`config.mk`:
```
export PLATFORM = sky130hd
export DESIGN_NAME = spi_fsm_controller_flat
export DESIGN_NICKNAME = d
export VERILOG_FILES = /design/src/rtl/spi_fsm_if.sv /design/src/rtl/spi_fsm_controller.sv /design/src/flat_wrapper.sv
export SDC_FILE = /design/constraint.sdc
export NUM_CORES = 1
export LEC_CHECK = 0
export CAP_MARGIN = 20
export CORE_MARGIN = 1.5
export CORE_UTILIZATION = 46
export DETAILED_ROUTE_END_ITERATION = 10
export GPL_TIMING_DRIVEN = 1
export PLACE_DENSITY_LB_ADDON = 0.25
export SYNTH_ARGS = -nofsm -noshare
export SYNTH_HDL_FRONTEND = slang
export SYNTH_SLANG_ARGS = --single-unit
```
`constraint.sdc`:
```
create_clock -name clk -period 1.4 [get_ports clk]
set_input_delay 0.42 -clock clk [delete_from_list [all_inputs] [get_ports clk]]
set_output_delay 0.42 -clock clk [all_outputs]
set_load 0.02 [all_outputs]
```
`src/rtl/spi_fsm_if.sv`:
```
// Handshake bundle between the SPI input conditioners/shift register and the
// sequencing FSM: conditioned SPI events in, datapath control strobes out.
interface spi_fsm_if;
  logic csConditioned;
  logic sclkPosEdge;
  logic sclkNegEdge;
  logic rwBit;
  logic addrWe;
  logic srWe;
  logic dmWe;
  logic misoBufe;
  logic busy;

  modport master (
    output csConditioned,
    output sclkPosEdge,
    output sclkNegEdge,
    output rwBit,
    input  addrWe,
    input  srWe,
    input  dmWe,
    input  misoBufe,
    input  busy
  );

  modport slave (
    input  csConditioned,
    input  sclkPosEdge,
    input  sclkNegEdge,
    input  rwBit,
    output addrWe,
    output srWe,
    output dmWe,
    output misoBufe,
    output busy
  );
endinterface

```
`src/rtl/spi_fsm_controller.sv`:
```
// SPI memory peripheral sequencer: counts conditioned SCLK edges while CS is low
// and issues address-latch, parallel-load, memory-write and MISO-enable strobes.
module spi_fsm_controller #(
  parameter int WIDTH     = 8,
  parameter int CNT_WIDTH = 4
) (
  input  logic     clk,
  input  logic     resetN,
  spi_fsm_if.slave bus
);

  typedef enum logic [3:0] {
    IDLE,
    GET_ADDR,
    GOT_ADDR,
    READ_WAIT,
    READ_LOAD,
    READ_SHIFT,
    WRITE_GET,
    WRITE_STORE,
    DONE
  } state_t;

  // The counter is cleared on the pulse that would reach WIDTH, so it never holds WIDTH.
  localparam logic [CNT_WIDTH-1:0] LAST_CNT = CNT_WIDTH'(WIDTH - 1);

  state_t               state_q, state_d;
  logic [CNT_WIDTH-1:0] cnt_q, cnt_d;
  logic                 addr_we_q, addr_we_d;
  logic                 sr_we_q, sr_we_d;
  logic                 dm_we_q, dm_we_d;
  logic                 miso_bufe_q, miso_bufe_d;
  logic                 busy_q, busy_d;

  always_comb begin
    state_d = state_q;
    cnt_d   = cnt_q;
    if (state_q != IDLE && bus.csConditioned) begin
      state_d = IDLE;
      cnt_d   = '0;
    end else begin
      case (state_q)
        IDLE: begin
          cnt_d = '0;
          if (!bus.csConditioned) begin
            state_d = GET_ADDR;
          end
        end
        GET_ADDR: begin
          if (bus.sclkPosEdge) begin
            if (cnt_q == LAST_CNT) begin
              state_d = GOT_ADDR;
              cnt_d   = '0;
            end else begin
              cnt_d = cnt_q + 1'b1;
            end
          end
        end
        GOT_ADDR: begin
          cnt_d   = '0;
          state_d = bus.rwBit ? READ_WAIT : WRITE_GET;
        end
        READ_WAIT: begin
          state_d = READ_LOAD;
        end
        READ_LOAD: begin
          cnt_d   = '0;
          state_d = READ_SHIFT;
        end
        READ_SHIFT: begin
          if (bus.sclkNegEdge) begin
            if (cnt_q == LAST_CNT) begin
              state_d = DONE;
              cnt_d   = '0;
            end else begin
              cnt_d = cnt_q + 1'b1;
            end
          end
        end
        WRITE_GET: begin
          if (bus.sclkPosEdge) begin
            if (cnt_q == LAST_CNT) begin
              state_d = WRITE_STORE;
              cnt_d   = '0;
            end else begin
              cnt_d = cnt_q + 1'b1;
            end
          end
        end
        WRITE_STORE: begin
          state_d = DONE;
        end
        DONE: begin
          state_d = DONE;
        end
        default: begin
          state_d = IDLE;
          cnt_d   = '0;
        end
      endcase
    end
  end

  // Strobes are decoded from the next state and registered, so they are
  // glitch-free Moore outputs aligned with the state they belong to.
  always_comb begin
    addr_we_d   = (state_d == GOT_ADDR);
    sr_we_d     = (state_d == READ_LOAD);
    dm_we_d     = (state_d == WRITE_STORE);
    miso_bufe_d = (state_d == READ_SHIFT);
    busy_d      = (state_d != IDLE);
  end

  always_ff @(posedge clk) begin
    if (!resetN) begin
      state_q     <= IDLE;
      cnt_q       <= '0;
      addr_we_q   <= 1'b0;
      sr_we_q     <= 1'b0;
      dm_we_q     <= 1'b0;
      miso_bufe_q <= 1'b0;
      busy_q      <= 1'b0;
    end else begin
      state_q     <= state_d;
      cnt_q       <= cnt_d;
      addr_we_q   <= addr_we_d;
      sr_we_q     <= sr_we_d;
      dm_we_q     <= dm_we_d;
      miso_bufe_q <= miso_bufe_d;
      busy_q      <= busy_d;
    end
  end

  assign bus.addrWe   = addr_we_q;
  assign bus.srWe     = sr_we_q;
  assign bus.dmWe     = dm_we_q;
  assign bus.misoBufe = miso_bufe_q;
  assign bus.busy     = busy_q;

endmodule

```
`src/flat_wrapper.sv`:
```
// flat-port wrapper written by rule: the top's interface ports become plain ports
module spi_fsm_controller_flat 
#(
  parameter int WIDTH     = 8,
  parameter int CNT_WIDTH = 4
)
  (clk, resetN, bus_csConditioned, bus_sclkPosEdge, bus_sclkNegEdge, bus_rwBit, bus_addrWe, bus_srWe, bus_dmWe, bus_misoBufe, bus_busy);
  spi_fsm_if bus_i ();
  input  logic clk;
  input  logic resetN;
  input wire logic [$bits(bus_i.csConditioned)-1:0] bus_csConditioned;
  input wire logic [$bits(bus_i.sclkPosEdge)-1:0] bus_sclkPosEdge;
  input wire logic [$bits(bus_i.sclkNegEdge)-1:0] bus_sclkNegEdge;
  input wire logic [$bits(bus_i.rwBit)-1:0] bus_rwBit;
  output wire logic [$bits(bus_i.addrWe)-1:0] bus_addrWe;
  output wire logic [$bits(bus_i.srWe)-1:0] bus_srWe;
  output wire logic [$bits(bus_i.dmWe)-1:0] bus_dmWe;
  output wire logic [$bits(bus_i.misoBufe)-1:0] bus_misoBufe;
  output wire logic [$bits(bus_i.busy)-1:0] bus_busy;
  assign bus_i.csConditioned = bus_csConditioned;
  assign bus_i.sclkPosEdge = bus_sclkPosEdge;
  assign bus_i.sclkNegEdge = bus_sclkNegEdge;
  assign bus_i.rwBit = bus_rwBit;
  assign bus_addrWe = bus_i.addrWe;
  assign bus_srWe = bus_i.srWe;
  assign bus_dmWe = bus_i.dmWe;
  assign bus_misoBufe = bus_i.misoBufe;
  assign bus_busy = bus_i.busy;
  spi_fsm_controller #(.WIDTH(WIDTH), .CNT_WIDTH(CNT_WIDTH)) u_core (.clk(clk), .resetN(resetN), .bus(bus_i));
endmodule
```
Word level (Yosys, flattened, before mapping)
Index checks and enable logic that the tools add are counted.

Add/subtract/negate cells: 1. Equal/unequal tests: 15. Mux-type cells: 14. Bitwise gates (word level): 2. Reductions and logical operators: 9.

Operators by type and width (count): two-way mux 4 bit (11); equality test 4 x 3 -> 1 bit (second input constant) (8); one-hot mux 4 bit (8 select lines) (1); equality test 4 x 2 -> 1 bit (second input constant) (3); one-hot mux 4 bit (3 select lines) (1); nonzero test 4 bit (2); OR reduction 2 bit (3); adder 4 x 1 -> 4 bit (second input constant) (1); equality test 4 x 1 -> 1 bit (second input constant) (1); equality test 4 bit (second input constant) (1); zero test 4 bit (1); two-way mux 3 bit (1); AND reduction 3 bit (1); OR reduction 3 bit (1); != test 2 x 1 -> 1 bit (second input constant) (1); != test 2 bit (second input constant) (1); NOT 1 bit (2); logical AND 1 bit (1).

Bits in registers: 13. Output and inout bits: 5.

Logic depth before layout (Yosys ltp)
Gate-level depths: netlist of run 1.

Depth in word-level cells: 6. Depth in mapped cells: 6. Mapped depth without buffers: 6.

Worst setup path after synthesis of run 1
Ideal clock, no wire load.

Path kind: register to register. Start: register u_core.state_q[2]. End: register u_core.cnt_q[3]. Arrival: 1.400 ns. Path slack: -0.070 ns. Cell stages (with the launch flop): 7. Period minus slack after synthesis: 1.470 ns. Cells stage by stage: dfxtp_1 > buf_6 > nor2_2 > o211ai_4 > nand3b_4 > or4_1 > a21oi_1.

Longest elaborated chain between the ends: 4. Elaborated cells on any way between the ends: 16. Those cells by class: 8 x eq/ne; 1 x mux; 1 x bitwise; 6 x reduce/logical.

Ends and longest elaborated chain: start: declaration (line spi_fsm_controller.sv:27) `state_t state_q, state_d;`; start signal: assignment (line spi_fsm_controller.sv:124) `state_q <= state_d;`; equality test 4 x 1 -> 1 bit, or another cell as far along (line spi_fsm_controller.sv:42) `case (state_q)`; OR reduction 2 bit (no source line) or OR reduction 3 bit (tied branches); != test 2 x 1 -> 1 bit (no source line) or NOT 1 bit (tied branches); AND reduction 3 bit (no source line); end signal: assignment (line spi_fsm_controller.sv:125) `cnt_q <= cnt_d;`; end: declaration (line spi_fsm_controller.sv:28) `logic [CNT_WIDTH-1:0] cnt_q, cnt_d;`.

Parallel ways exist; a longest one is shown, timed or not. A chain may end at the register's enable or synchronous reset.

Worst setup path in the final report of run 1
Start: register u_core.state_q[3]. End: register u_core.dm_we_q, in the netlist u_core.bus.dmWe.

Longest elaborated chain between the ends: 5. Elaborated cells on any way between the ends: 22. Those cells by class: 9 x eq/ne; 9 x mux; 4 x reduce/logical.

Ends and longest elaborated chain: equality test 4 x 3 -> 1 bit, or another cell as far along (line spi_fsm_controller.sv:42); OR reduction 2 bit (no source line), or another cell as far along; one-hot mux 4 bit (8 select lines) (line spi_fsm_controller.sv:42); two-way mux 4 bit * (line spi_fsm_controller.sv:38) `if (state_q != IDLE && bus.csConditioned) begin`; equality test 4 x 3 -> 1 bit * (line spi_fsm_controller.sv:109) `dm_we_d = (state_d == WRITE_STORE);`; end signal: assignment (line spi_fsm_controller.sv:128) `dm_we_q <= dm_we_d;`; end: declaration (line spi_fsm_controller.sv:31) `logic dm_we_q, dm_we_d;`.

Mark *: on every way between the ends. The rest lies on a longest branch, timed or not.

==> results, run 1 <==
- The flow ran to the end, but the final reports show violations.
- The final reports fail on negative setup slack.
- The overall routing resource usage is 27.37%.
- On the final layout, the worst hold slack is between 0.5 and 0.6 ns.
- In this run, the number of DRC markers left after iteration 0 of detailed routing was 23.
- The most area-hungry cell type in the Yosys netlist is dfxtp_1.
- In this run the critical register-to-register path is captured at u_core.bus.dmWe.
- The mux contribution to synthesized area is 2.658%.
- The total non-filler cell area in the finished layout is 0.001189 mm².
- The most used flip-flop cell after synthesis is dfxtp_1.
- The wire length of the first global-routing pass is 3753 µm.
- The via count of the first global-routing pass came to 805.
- The number of endpoints with negative hold slack in the final report is 0.
- The startpoint of the most critical hold path is u_core.cnt_q[3].
- The worst setup path is captured at a flop.
- The power density over the cells is 645.7 mW/mm².
- The type of the worst setup path is flop to flop.
- Together, buffers and inverters on the worst path number 1.
- The data arrival time of the worst path is 1.80 ns.
- The row count is 14.
- In this run the register-to-register setup slack is -0.19 ns.
- The effective utilization at floorplan is about half.
- For this run, asynchronously set or reset flops after synthesis account for 0%.
- The type of origin of the critical path is a flop.
- The static leakage is 0.4830 nW.
- The tightest min-delay check is of the flop to flop type.
- The placed instances occupy a cell area of 0.001015 mm².
- Overall power consumption after layout is estimated at 0.0007675 W.
- Setup slack on the critical path of the routed design comes to -0.1871 ns.
- The worst hold path was traced through 2 stages.
- In this design, the stage delay of the slowest critical-path cell is 0.40 ns.
- IR analysis of the VDD net gives a maximum drop of 0.7417 mV.
- The width of the chip is about 43 µm.
- The signal on the critical path passes through buf_4 > a2111oi_2 > o21ai_2 > a31oi_4 > nand2_1 > nor2_1.
- The H-tree level count is 1.
- The sequential element share of the synthesized area is 34.55%.
- The adder and majority gate portion of the synthesized area is 1.661%.
- The post-synthesis instance area is 753.2 µm².
- Entering global routing, the biggest net connects 9 pins.
- The area enclosed by the die boundary is 0.001889 mm².
- At the end of routability-driven placement, the weighted congestion stood at 0.8558.
- The worst-case setup slack after placement is -0.5939 ns.
- Once detailed placement completed, the half-perimeter wirelength came to 1393 µm.
- Of all nets on the critical path, the largest fanout is 5.
- The worst reg2reg path depth is 6.
- The die is 43.47 µm tall.
- For the finished layout, the period the worst path requires is 1.587 ns.
- The combinational family with the most area after synthesis is simple AND/OR/NAND/NOR gates.
- The most common cell in the netlist is dfxtp_1.
- For this design the top-level I/O count stands at 11.
- For this design, the sink count on the clock tree is 13.
- Wires add up to 2430 µm.
- The number of antenna diodes in the final layout is 0.
- Setup repair after global routing could not meet its margin everywhere.
- The total congestion overflow is 0.
- The number of different library cells used by synthesis comes to 36.
- The number of buffers created by CTS is 3.
- The total of endpoints with negative setup slack in the final report is 9.
- The maximum operating frequency is 0.6301 GHz.
- Counting instances in the post-synthesis netlist gives the leading cell types as 13 x dfxtp_1, 8 x nand2_1, 8 x nor2_1.
- The total core area is 0.001524 mm².
- Sorting the synthesized cells by area gives the leading types as dfxtp_1 35%, buf_6 4.5%, a21oi_1 4.0%.
- The TritonCTS clock tree is done.
- The detailed-route via count is between 800 and 900.
- The slowest cell on the critical path is a2111oi_2.
- Of the post-synthesis cell area, the dominant cell type holds 34.55%.
- Compared with the post-synthesis result, the final layout area differs by 57.81%.
- The path with the worst hold slack has its endpoint at u_core.cnt_q[3].
- The max-capacitance violation count is 0.
- The worst endpoint required time is 1.61 ns.
- Grouping stages by cell kind, the critical path spends the most delay in compound AO/OA/AOI/OAI gates.
- The clock skew is 0.005153 ns.
- The number of iterations in the first detailed-routing pass is 4.
- The transition time at the pin with the least slew margin is 0.4070 ns.
- The final layout contains 128 nets.
- The cell count after synthesis is 82.
- The routed wirelength normalized by instance count is 17.87 µm.
- The number of port buffers is 10.
- The number of pins with negative max-slew slack in the final report came to 0.
- The Yosys warning count is 0.
- A synthesized cell averages a little over 9 µm².
- The number of nets still failing antenna checks after routing is 0.
- The via-per-instance ratio is 5.912.
- The number of nets produced by synthesis is just under 90.
- Clock-pin slew was measured on the worst setup and hold paths at 0.08 ns.
- The fraction of final layout cells sized beyond drive strength 1 is about 50%.
- The latest clock arrival within the worst-skew pair is approximately 0.28 ns.
- The synthesized netlist devotes 20.93% of its cell area to compound gates.
- The synthesized design contains 0 enable-type register cells.
- The worst slew margin relative to its limit is 72.82%.
- Synthesis inferred 13 register bits.
- The worst register-to-register path begins at u_core.state_q[3].
- Counting along the longest clock path gives a buffer depth of 2.
- After layout, the worst path uses 113.4% of the clock period.
- The number of antenna violations at the first check in global routing was 0.
- The area share of xor/xnor cells in the synthesized design is 0%.
- In the routed design, unresolved DRC markers number 0.
- The cell at the root of the clock tree is clkbuf_4.
- The post-synthesis share of cell area spent on and, or, nand and nor gates is 31.89%.
area by class of cell:
cell class	count	area, µm²
inverters	4	17.52
well taps	16	20.02
repair buffers	38	320.3
clock buffers	4	26.28
flip-flops and latches	13	277.8
fillers	90	335.3
multi-input cells	61	526.8
per-layer routing:
metal / routed length (µm) / vias up / track usage, % / share of wire [%]
met5: 0 / - / 0 / 0
met4: 21 / 0 / 7.879 / 0.86
met3: 123 / 4 / 9.167 / 5.1
met2: 1323 / 23 / 50.75 / 54
met1: 962 / 393 / 29.20 / 40
li1: - / 384 / - / -
cells in the final DEF, fill, tap and decap left out, drive strengths merged, types with 2 or more instances in the layout:
cell type      synthesis  layout
nand4b                 2       2
a31oi                  4       4
dfxtp                 13      13
buf                    3      28
o21ai                  3       3
nor2                   9       9
dlygate4sd2            0       7
or2b                   3       3
mux2i                  2       2
nand2                  8       8
a211o                  2       2
or4                    4       4
clkdlybuf4s15          0       2
a21oi                  6       6
o211ai                 2       2
inv                    4       4
clkbuf                 1       4
tightest hold or removal path, stage by stage, from the launching register on:
cell,delay (ns)
dfxtp_1,0.35
o21ai_0,0.08
a21oi_1,0.07
sequential cells by signal (all words and copies together), names as in the netlist:
name	count
u_core.bus.addrWe	1
u_core.bus.busy	1
u_core.bus.dmWe	1
u_core.bus.misoBufe	1
u_core.bus.srWe	1
u_core.cnt_q	4
u_core.state_q	4
how the worst max path moves through the flow:
stage | start | end | slack (ns) | cells after the start
after floorplan | u_core.state_q[2] | u_core.cnt_q[2] | -0.02 | 6
after global placement | bus_csConditioned | u_core.bus.misoBufe | -0.56 | 5
after detailed placement | bus_sclkPosEdge | u_core.cnt_q[0] | -0.59 | 6
after CTS | u_core.state_q[2] | u_core.cnt_q[3] | -0.13 | 5
after global routing | u_core.state_q[3] | u_core.bus.dmWe | -0.22 | 6
final | u_core.state_q[3] | u_core.bus.dmWe | -0.19 | 6
where the power goes:
group / internal (W) / switching (W)
logic: 0.0000782 / 0.0000732
clock network: 0.000111 / 0.000125
registers: 0.000371 / 0.00000946
per-stage QoR:
stage               setup TNS, ns  utilization [%]  std cells
floorplan                -0.06869                -         82
global placement           -5.974            66.58        127
detailed placement         -5.852            66.58        127
CTS                       -0.7137            74.96        136
global route               -1.277            78.00        136
finish                    -0.8914            78.00        136
kinds of logic after synthesis:
| kind of cell | after synthesis |
|---|---|
| and+or+nand+nor | 37 |
| AOI/OAI and AO/OA | 21 |
| DFF | 13 |
| buffers and inverters | 8 |
| muxes | 2 |
| adders and majority gates | 1 |
what timing repair did:
item,4_1_cts,5_1_grt
gates resized for setup,31,11
hold buffers,0,0
setup endpoints to repair,17,13
pin swaps,12,5
buffers inserted,6,0
Note: power is estimated with default switching activity, not from simulation.
==> run 2, diff against run 1 <==
==> constraint.sdc (replaced) <==
create_clock -name clk -period 1.3 [get_ports clk]
set_input_delay 0.39 -clock clk [delete_from_list [all_inputs] [get_ports clk]]
set_output_delay 0.39 -clock clk [all_outputs]
set_load 0.02 [all_outputs]
==> run 2 against run 1 <==
The run still ends with negative setup slack left. Final cell count is 3.7% lower. First-iteration DRC count is 52% lower. Total power is 11% higher. Via count is 6.3% lower. Count of clock-buffer cells in the layout stayed put. Sequential share of layout area is 0.93 points higher. Design area is 5.6% lower. Register-to-register slack worse by 0.04 ns. Critical endpoint is now u_core.cnt_q[1]. Largest cell class unchanged.
==> results, run 2 (synthesis gave the netlist of run 1 again) <==
- The number of pins with negative max-slew slack in the final report came to 0 (unchanged).
- The share of power burned in combinational logic is 20.0% (+0.3 points).
- The via-per-instance ratio is 5.748 (-2.8%).
- The routed wirelength normalized by instance count was 14.69 µm (-18%).
- The DRC marker count from the first detailed-route iteration is 11 (-52%).
- The total congestion overflow is 0 (unchanged).
- The H-tree level count is 1 (unchanged).
- The leading cell type in the layout, fill and taps excluded is buf_4.
- The clock edge transition at the registers on the reported setup and hold paths came to 0.09 ns (about the same).
- The area enclosed by the die boundary is 0.001889 mm² (unchanged).
- The final critical-path required period was 1.532 ns (-0.05532 ns).
- The DRC violations left was 0 (unchanged).
- The total of endpoints with negative setup slack in the final report came to 10 (+1).
- The share of the clock period used by the worst path after layout is 117.8% (+4.5 points).
- The number of buffers on the longest clock path is 2 (unchanged).
- The switching power summed over all nets is 0.0002355 W (+14%).
- The wire length of the first global-routing pass is 3015 µm (-20%).
- The number of endpoints with negative hold slack in the final report is 0 (unchanged).
- The setup TNS after final layout is -1.785 ns (-0.8940 ns).
- The final weighted congestion in routability-driven placement is 0.8457 (-1.2%).
- The maximum operating frequency is 0.6528 GHz (+3.6%).
- In the layout the commonest cells are 22 x buf_4, 9 x dfxtp_1, 8 x nand2_1.
- The least setup slack across all paths after layout is -0.2318 ns (-0.04468 ns).
- The latest clock arrival within the worst-skew pair is 0.29 ns (about the same).
- The final-layout worst hold slack is 0.5519 ns (+0.007880 ns).
- The cell-internal power is 0.0006132 W (+9.4%).
- The number of nets still failing antenna checks after routing is 0 (unchanged).
- The maximum number of pins on one net before global-route repair is 9 (unchanged).
- The number of top-level design ports is 11 (unchanged).
- The post-detailed-routing wire length came to 1925 µm (-21%).
- The overall routing resource usage is 21.69% (-5.7 points).
- STA classifies the critical path startpoint as a flop.
- The number of clock sinks is 13 (unchanged).
- The max-capacitance violation count is 0 (unchanged).
- The number of buffers created by CTS is 3 (unchanged).
- The worst slew margin relative to its limit is 82.78% (+10 points).
- TritonCTS built the clock tree.
- The total core area is 0.001524 mm² (unchanged).
- The overall power is 0.0008487 W (+11%).
- The worst endpoint required time is 1.49 ns (-0.12 ns).
- The register share of total power is 48.3% (-1.3 points).
- The via count of the first global-routing pass is 710 (-12%).
- The flow ran to the end, but the final reports show violations.
- The highest net fanout along the worst path is 7 (+2).
- The effective utilization at floorplan was 49.43% (unchanged).
- The clock share of power is 31.7% (+1.0 points).
- The total inserted antenna cells is 0 (unchanged).
- The data arrival time of the worst path is 1.72 ns (-0.08 ns).
- The number of port buffers is 10 (unchanged).
- The area growth from synthesis to layout is 49.00%.
- The row count is 14 (unchanged).
- In this run the worst hold path is classified as flop to flop.
- The transition time at the pin with the least slew margin is 0.2511 ns (-0.1559 ns).
- The power density over the cells is 756.2 mW/mm² (+17%).
- The sum of net half-perimeters after detailed placement was 1311 µm (-5.9%).
- The number of nets in the finished design is 123 (-3.9%).
- In the final layout, the registers with the most flip-flops are u_core.cnt_q: 4 flops, u_core.state_q: 4 flops.
- The clock skew is 0.003672 ns (-0.001481 ns).
- The width of the chip came to 43.47 µm (unchanged).
- The fraction of final layout cells sized beyond drive strength 1 was 51.30% (+1.3 points).
- The checks that failed: negative setup slack.
- The number of antenna violations at the first check in global routing is 0 (unchanged).
- The number of iterations in the first detailed-routing pass was 4 (unchanged).
- The net switching share of the total power is 27.75% (+0.74 points).
- Setup repair after global routing could not meet its margin everywhere.
- The type of the worst setup path is flop to flop.
- The vertical die dimension is 43.47 µm (unchanged).
- The worst ir drop on vdd is 0.7802 mV (+5.2%).
- The final core area utilization is 73.65% (-4.4 points).
- The worst setup path is captured at a flop.
- The detailed-route via count is 753 (-6.3%).
- The static leakage was 0.4571 nW (-5.4%).
- In this run the clock root is driven by a clkbuf_4.
run 2: power by group through the flow:
stage	sequential [W]	combinational (W)	clock (W)
floorplan	0.000425	0.0000672	0
global placement	0.000423	0.000128	0
detailed placement	0.000424	0.000131	0
CTS	0.000411	0.000157	0.000266
global route	0.000411	0.000182	0.000278
finish	0.000410	0.000170	0.000269
run 2: worst paths after layout:
check	slack, ns	start	end	cells after the start
setup / recovery	-0.23	u_core.state_q[2]	u_core.cnt_q[1]	5
setup reg to reg	-0.23	u_core.state_q[2]	u_core.cnt_q[1]	5
hold / removal	0.55	u_core.cnt_q[3]	u_core.cnt_q[3]	2
hold reg to reg	0.55	u_core.cnt_q[3]	u_core.cnt_q[3]	2
run 2: repair_timing:
item,CTS,global route
resized for setup,27,14
pin swaps,8,3
hold buffers,0,0
setup buffers,4,0
setup endpoints to repair,17,18
run 2: layer usage:
metal | GRT usage [%] | part of all wire (%) | wire length (µm)
met5 | 0 | 0 | 0
met1 | 27.13 | 45 | 868
met3 | 3.750 | 1.8 | 35
met2 | 33.43 | 50 | 959
met4 | 15.76 | 3.2 | 62
run 2: layout make-up:
cell class,instances,area (µm²)
multi-input cells,61,531.8
fillers,117,401.6
well taps,16,20.02
repair buffers,33,256.5
inverters,4,15.01
clock buffers,4,26.28
flip-flops and latches,13,272.8
run 2: through the flow:
step	setup WS (ns)	cell area, µm²	cells
final	-0.2318	1122	131
after detailed placement	-0.7104	1005	124
after CTS	-0.2213	1107	131
after global routing	-0.2916	1122	131
after global placement	-0.6646	1005	124
after floorplan	-0.1232	769.5	82
run 2: critical path: stages (launching register included):
cell and delay (ns):
dfxtp_4 0.39, or4_4 0.57, nand3b_4 0.14, buf_4 0.12, mux2i_1 0.16, nor2_1 0.05
